File: config.mk
export PLATFORM = sky130hd
export DESIGN_NAME = uart_tx
export DESIGN_NICKNAME = d
export VERILOG_FILES = /design/src/rtl/uart_tx.sv
export SDC_FILE = /design/constraint.sdc
export NUM_CORES = 1
export LEC_CHECK = 0
export CAP_MARGIN = 20
export CELL_PAD_IN_SITES_DETAIL_PLACEMENT = 1
export CELL_PAD_IN_SITES_GLOBAL_PLACEMENT = 1
export CORE_MARGIN = 2
export CORE_UTILIZATION = 40
export CTS_BUF_LIST = sky130_fd_sc_hd__clkbuf_4 sky130_fd_sc_hd__clkbuf_8 sky130_fd_sc_hd__clkbuf_16
export CTS_CLUSTER_SIZE = 12
export DETAILED_ROUTE_END_ITERATION = 10
export DONT_BUFFER_PORTS = 1
export HOLD_SLACK_MARGIN = 0.12
export PLACE_DENSITY = 0.63
export SLEW_MARGIN = 20
export SYNTH_ARGS = -nofsm -noshare
export SYNTH_HDL_FRONTEND = slang
export SYNTH_SLANG_ARGS = --single-unit
File: constraint.sdc
create_clock -name clk -period 3.34 [get_ports clk]
set_input_delay 0.668 -clock clk [delete_from_list [all_inputs] [get_ports clk]]
set_output_delay 0.668 -clock clk [all_outputs]
set_load 0.005 [all_outputs]
File: src/rtl/uart_tx.sv
`default_nettype none
// ---------------------------------------------------------------------------
// uart_tx : FIFO-buffered UART transmitter (start, 8 data LSB-first, parity, stop)
// Optional even-parity bit enabled by defining UART_TX_PARITY_EN.  Rev 1.0
// ---------------------------------------------------------------------------
module uart_tx #(
    parameter int FIFO_DEPTH = 4,
    parameter int CNT_W      = $clog2(FIFO_DEPTH) + 1
) (
    input  logic             clk,
    input  logic             reset_n,
    input  logic             TX_baud_tick,
    input  logic [7:0]       data_in,
    input  logic             tx_valid,
    output logic             tx_ready,
    output logic             txd,
    output logic             tx_busy,
    output logic [CNT_W-1:0] fifo_count
);

    localparam int               c_PTR_W  = $clog2(FIFO_DEPTH);
    localparam logic [CNT_W-1:0] c_DEPTH  = CNT_W'(FIFO_DEPTH);
    localparam logic [2:0]       c_IDLE   = 3'd0;
    localparam logic [2:0]       c_START  = 3'd1;
    localparam logic [2:0]       c_DATA   = 3'd2;
`ifdef UART_TX_PARITY_EN
    localparam logic [2:0]       c_PARITY = 3'd3;
`endif
    localparam logic [2:0]       c_STOP   = 3'd4;

    logic [7:0]         r_mem [FIFO_DEPTH];
    logic [c_PTR_W-1:0] r_wr_ptr;
    logic [c_PTR_W-1:0] r_rd_ptr;
    logic [CNT_W-1:0]   r_count;
    logic [2:0]         r_state;
    logic [2:0]         w_state_nxt;
    logic [2:0]         r_bit_cnt;
    logic [2:0]         w_bit_nxt;
    logic [7:0]         r_shift;
    logic               r_txd;
    logic               w_txd_nxt;
    logic               w_full;
    logic               w_empty;
    logic               w_push;
    logic               w_pop;
`ifdef UART_TX_PARITY_EN
    logic               r_par;
`endif

    assign w_full     = (r_count == c_DEPTH);
    assign w_empty    = (r_count == '0);
    assign w_push     = tx_valid && !w_full;
    assign w_pop      = TX_baud_tick && !w_empty && (r_state == c_IDLE || r_state == c_STOP);
    assign tx_ready   = !w_full;
    assign fifo_count = r_count;
    assign txd        = r_txd;
    assign tx_busy    = (r_state != c_IDLE);

    always_ff @(posedge clk) begin
        if (w_push) begin
            r_mem[r_wr_ptr] <= data_in;
        end
    end

    always_ff @(posedge clk or negedge reset_n) begin
        if (!reset_n) begin
            r_wr_ptr <= '0;
            r_rd_ptr <= '0;
            r_count  <= '0;
        end else begin
            if (w_push) begin
                r_wr_ptr <= r_wr_ptr + c_PTR_W'(1);
            end
            if (w_pop) begin
                r_rd_ptr <= r_rd_ptr + c_PTR_W'(1);
            end
            r_count <= r_count + CNT_W'(w_push) - CNT_W'(w_pop);
        end
    end

    // State register plus the frame datapath that travels with it
    always_ff @(posedge clk or negedge reset_n) begin
        if (!reset_n) begin
            r_state   <= c_IDLE;
            r_bit_cnt <= '0;
            r_shift   <= '0;
            r_txd     <= 1'b1;
`ifdef UART_TX_PARITY_EN
            r_par     <= 1'b0;
`endif
        end else begin
            r_state   <= w_state_nxt;
            r_bit_cnt <= w_bit_nxt;
            r_txd     <= w_txd_nxt;
            if (w_pop) begin
                r_shift <= r_mem[r_rd_ptr];
`ifdef UART_TX_PARITY_EN
                r_par   <= ^r_mem[r_rd_ptr];
`endif
            end
        end
    end

    always_comb begin
        w_state_nxt = r_state;
        w_bit_nxt   = r_bit_cnt;
        if (TX_baud_tick) begin
            case (r_state)
                c_IDLE: begin
                    if (!w_empty) w_state_nxt = c_START;
                end
                c_START: begin
                    w_state_nxt = c_DATA;
                    w_bit_nxt   = 3'd0;
                end
                c_DATA: begin
                    w_bit_nxt = r_bit_cnt + 3'd1;
                    if (r_bit_cnt == 3'd7) begin
`ifdef UART_TX_PARITY_EN
                        w_state_nxt = c_PARITY;
`else
                        w_state_nxt = c_STOP;
`endif
                    end
                end
`ifdef UART_TX_PARITY_EN
                c_PARITY: w_state_nxt = c_STOP;
`endif
                c_STOP: begin
                    w_state_nxt = w_empty ? c_IDLE : c_START;
                end
                default: w_state_nxt = c_IDLE;
            endcase
        end
    end

    // Line level is decoded from the upcoming state so txd changes on the same edge
    always_comb begin
        w_txd_nxt = 1'b1;
        case (w_state_nxt)
            c_START:  w_txd_nxt = 1'b0;
            c_DATA:   w_txd_nxt = r_shift[w_bit_nxt];
`ifdef UART_TX_PARITY_EN
            c_PARITY: w_txd_nxt = r_par;
`endif
            default:  w_txd_nxt = 1'b1;
        endcase
    end

endmodule
`default_nettype wire

Yosys cells after proc, flatten, opt, wreduce, memory -nomap -nowiden. Memory sizes are Yosys's and may differ from the RTL's. A register that Yosys moved wholly into a read port is not among the register bits. Cells that the tools add are included.

Input port bits: 12. Memories: 1. Flip-flop bits (word level): 14. Bits in writable memories: 32. Output and inout port bits: 6. Word-level logic and storage cells: 42.

Reductions and logical operators: 10. Mux-type cells: 12. Add/sub/neg operators: 5. $lt $le $gt $ge: 1. Eq/ne operators: 7.

Memory list: r_mem (words 4, bits a word 8, read ports 1, clocked after memory_dff 1, wr ports 1, RTL line 31) `logic [7:0] r_mem [FIFO_DEPTH];`.

Operators with widths (count): $mux 3 (4); $pmux 3 s4 (1); $eq 3x3->1 const B (3); $eq 3x1->1 const B (2); $eq 3x2->1 const B (2); $logic_not 3->1 (2); $pmux 3 s2 (1); $add 2x1->2 const B (2); $lt 3x4->1 const B (1); $mux 1 (4); $add 3x1->3 (1); $add 3x1->3 const B (1); $bmux 1 s3 (1); $logic_and 1x1->1 (3); $logic_not 1->1 (3); $reduce_bool 3->1 (1); $sub 3x1->3 (1); $pmux 1 s2 (1); $logic_or 1x1->1 (1).

Logic depth before layout (Yosys ltp).
Depth after elaboration: 6. Depth in mapped cells: 10.

Worst setup path before layout. OpenSTA, ideal clock, no wires.

Kind: input port to flip-flop. From: input TX_baud_tick. To: register r_count[2], in the netlist fifo_count[2]. Setup slack: 1.003 ns. Arrival time: 2.213 ns. Stages on the path: 8. Path through: o311a_1 clkbuf_1 ha_1 inv_1 ha_1 fa_1 xor2_1 xnor2_1.

Longest elaborated chain between the ends: 3.

Ends and longest elaborated chain: start, declared (RTL line 12) `input logic TX_baud_tick,`; $logic_and 1x1->1 (2 in series) (RTL line 53) `assign w_pop = TX_baud_tick && !w_empty && (r_state == c_IDLE || r_state == c_STOP);`; net w_pop (RTL line 45) `logic w_pop;`; $sub 3x1->3 (RTL line 77) `r_count <= r_count + CNT_W'(w_push) - CNT_W'(w_pop);`; end signal, assigned (RTL line 77); end, declared (RTL line 34) `logic [CNT_W-1:0] r_count;`.

The timed path passes the listed nets, and every way through them passes these cells. A chain may end at the register's enable or synchronous reset.

Worst setup path after layout.
From: register r_state[0]. To: register r_count[2], in the netlist fifo_count[2].

Longest elaborated chain between the ends: 4. Elaborated cells between the ends (all ways): 5.

Ends and longest elaborated chain: start, declared (RTL line 35) `logic [2:0] r_state;`; start signal, assigned (RTL line 84) `r_state <= c_IDLE;`; start signal, assigned (RTL line 92) `r_state <= w_state_nxt;`; $eq 3x3->1 or $logic_not 3->1 (tied branches) (RTL line 53); $logic_or 1x1->1 (*) (RTL line 53); $logic_and 1x1->1 (*) (RTL line 53); $sub 3x1->3 (*) (RTL line 77).

Mark *: on every way between the ends. The rest lies on a longest branch, timed or not.

==> flow_metrics.py <==
metrics = {
    "sta": {
        "setup_tns_ns": 0,
        "tightest_slew_ns": 0.964,
        "clock.fmax_ghz": 0.394,
        "setup_violations": 0,
        "skew_ns": 0.00936,
        "slew_headroom": 0.355,
        "period_minus_slack_ns": 2.54,
        "slew_violations": 0,
        "hold_viol_final": 0,
        "rsz0062_at_grt": "no",
        "period_share": 0.759,
        "fin_ws_ns": 0.805,
    },
    "layout": {
        "layout.nets": 163,
        "final_core_util": 0.447,
        "area_growth_pct": 7.48,
        "drive_gt1_frac": 0.203,
        "diodes": 0,
    },
    "detailed_routing": {
        "vias_per_cell": 5.26,
        "ant_nets": 0,
        "drtPass1Iterations": 4,
        "routed_wl_um": 3980,
        "drc_errors": 0,
        "first_iter_violations": 30,
        "via_count": 1130,
        "wl_per_cell_um": 18.5,
    },
    "synthesis": {
        "ys_ff_latch": 54,
        "yosysSeqAreaShare": 0.660,
        "ys_types": 36,
        "synth_ff_type": "edfxtp_1",
        "synth-async-reset-ratio": 0.407,
        "synth_top_cell_by_area": "edfxtp_1",
        "synth.top_cell.area_share": 0.419,
        "yosysWarnings": 0,
        "synth_area_leaders": "edfxtp_1, dfrtp_1, mux4_2",
        "synth_area_per_cell_sq_um": 16.6,
        "synth_area_sq_um": 2290,
        "synth_cells": 138,
        "synth_edf_count": 32,
        "syn_nets": 159,
    },
    "critical_path": {
        "required_ns": 3.57,
        "critPathArrivalTime_ns": 2.76,
        "r2r_cells": 8,
        "cp-start-kind": "register",
        "path_class": "register to register",
        "cp-end-kind": "register",
        "critical_path.max_fanout": 12,
    },
    "grt": {
        "grt_pass1_wl_um": 6540,
        "track_usage": 0.143,
        "grt_pass1_vias": 1263,
        "overflow": 0,
        "grt_max_degree": 22,
        "antenna_found_initial": 0,
    },
    "pwr": {
        "peakVddDrop_uv": 316,
        "p_int_w": 0.00146,
        "power_frac_comb": 0.312,
        "netSwitchingPower_w": 0.000726,
        "p_seq_frac": 0.518,
        "p_per_area_nw_per_um2": 886,
        "p_clk_frac": 0.170,
        "cellLeakagePower_nw": 0.954,
        "sw_frac_of_total": 0.333,
    },
    "floorplan": {
        "fp.dieH_um": 79.7,
        "num_rows": 27,
        "start_util": 0.416,
        "core_region_area_sq_um": 5510,
        "design.portCount": 18,
        "die_w_um": 79.7,
        "dieArea_sq_um": 6350,
    },
    "worst_hold_path": {
        "hold_class": "input port to async pin",
    },
    "clock_tree": {
        "clock_latency_ns": 0.31,
        "clock_path_buffers": 2,
        "root_buffer": "clkbuf_8",
        "cts_made_buffers": 5,
        "htree_levels": 2,
        "cts.sinks": 54,
        "clk_pin_slew_worst_paths_ns": 0.09,
        "cts_setup_buffers": 0,
        "cts_tree": "built",
    },
    "placed_design": {
        "place_congestion": 0.746,
        "portBuffers": 0,
        "dp_slack_ns": 0.754,
        "dp_hpwl_um": 2870,
    },
    "flow_run": {
        "maxCapViolCount": 0,
    },
    "run_status": {
        "status": "completed",
    },
}
## layer usage
| metal | GRT usage | up-vias | routed length, um |
|---|---|---|---|
| met1 | 0.169 | 589 | 1670 |
| met2 | 0.255 | 16 | 2140 |
| met4 | 0.0466 | 0 | 38 |
| li1 | - | 521 | - |
| met5 | 0 | - | 0 |
| met3 | 0.0362 | 4 | 124 |
## layout make-up
| class | instances | area, sq um |
|---|---|---|
| flip-flops and latches | 54 | 1510 |
| clock buffers | 6 | 76.3 |
| fillers | 533 | 3040 |
| inverters | 11 | 41.3 |
| clock inverters | 2 | 13.8 |
| multi-input cells | 69 | 719 |
| well taps | 72 | 90.1 |
| repair buffers | 1 | 10.0 |
## cells in the final DEF, fill, tap and decap left out, types with 2 or more instances in the layout
master | netlist | routed
xnor2_1 | 4 | 4
a22oi_1 | 2 | 2
edfxtp_1 | 32 | 32
clkbuf_8 | 0 | 5
mux2_2 | 7 | 7
o21ai_1 | 2 | 2
a21o_1 | 2 | 2
mux4_2 | 9 | 9
dfrtp_1 | 21 | 21
inv_1 | 11 | 11
xor2_1 | 2 | 2
mux2i_1 | 2 | 2
nand3_1 | 2 | 2
nand2_1 | 6 | 6
a22o_1 | 2 | 2
and3_1 | 4 | 4
nor2_1 | 2 | 2
ha_1 | 8 | 8
## critical path: stages (launching register included)
cell,delay (ns)
dfrtp_1,0.51
nor2_1,0.19
o311a_1,0.57
ha_1,0.21
inv_1,0.05
ha_1,0.19
fa_1,0.39
xor2_1,0.21
xnor2_1,0.15
## metrics by stage
| stage | cell area [sq um] | total power, W | hold slack [ns] | std cells |
|---|---|---|---|---|
| 2_1_floorplan | 2290 | 0.00165 | 0.372 | 138 |
| 3_3_place_gp | 2360 | 0.00177 | 0.373 | 206 |
| 3_5_place_dp | 2360 | 0.00185 | 0.373 | 206 |
| 4_1_cts | 2460 | 0.00222 | 0.182 | 215 |
| 5_1_grt | 2460 | 0.00233 | 0.180 | 215 |
| 6_report | 2460 | 0.00218 | 0.198 | 215 |
## registers in the layout (all words and copies together) (netlist names)
name	flops
r_bit_cnt	3
txd	1
r_shift	8
fifo_count	3
r_mem	32
r_wr_ptr	2
r_state	3
r_rd_ptr	2
## final timing paths
path | start | to | slack, ns
max in group asynchronous | reset_n | fifo_count[1] | 1.80
hold / removal | reset_n | txd | 0.20
setup / recovery | r_state[0] | fifo_count[2] | 0.80
hold reg to reg | r_shift[2] | r_shift[2] | 0.52
setup reg to reg | r_state[0] | fifo_count[2] | 0.80
min in group clk | data_in[3] | r_mem[3][3] | 0.45
## synthesized netlist by cell type (2+ instances only)
master	number
edfxtp_1	32
dfrtp_1	21
inv_1	11
mux4_2	9
ha_1	8
mux2_2	7
nand2_1	6
and3_1	4
xnor2_1	4
a21o_1	2
a22o_1	2
a22oi_1	2
clkbuf_1	2
mux2i_1	2
nand3_1	2
nor2_1	2
o21ai_1	2
xor2_1	2
## what timing repair did
item,4_1_cts,5_1_grt
gates resized for setup,0,0
hold buffers,1,0
hold endpoints to repair,21,0
## power by group through the flow
stage                     registers [W]  clock network (W)  logic (W)
final                           0.00113           0.000372   0.000680
after CTS                       0.00114           0.000382   0.000703
after detailed placement        0.00116                  0   0.000693
after floorplan                 0.00103                  0   0.000617
after global placement          0.00114                  0   0.000631
after global routing            0.00117           0.000401   0.000765
## kinds of logic (layout without fill, tap and decap cells)
family,count (synthesis),after routing,synth area share
adder cells (fa/ha/maj),9,9,0.0524
buffers and inverters,15,20,0.0262
AO/OA/AOI/OAI,15,15,0.0513
XOR/XNOR,6,6,0.0229
multiplexers,19,19,0.136
flip-flops,54,54,0.660
AND/OR/NAND/NOR,20,20,0.0508
No activity file was read; power rests on OpenSTA's default activity.
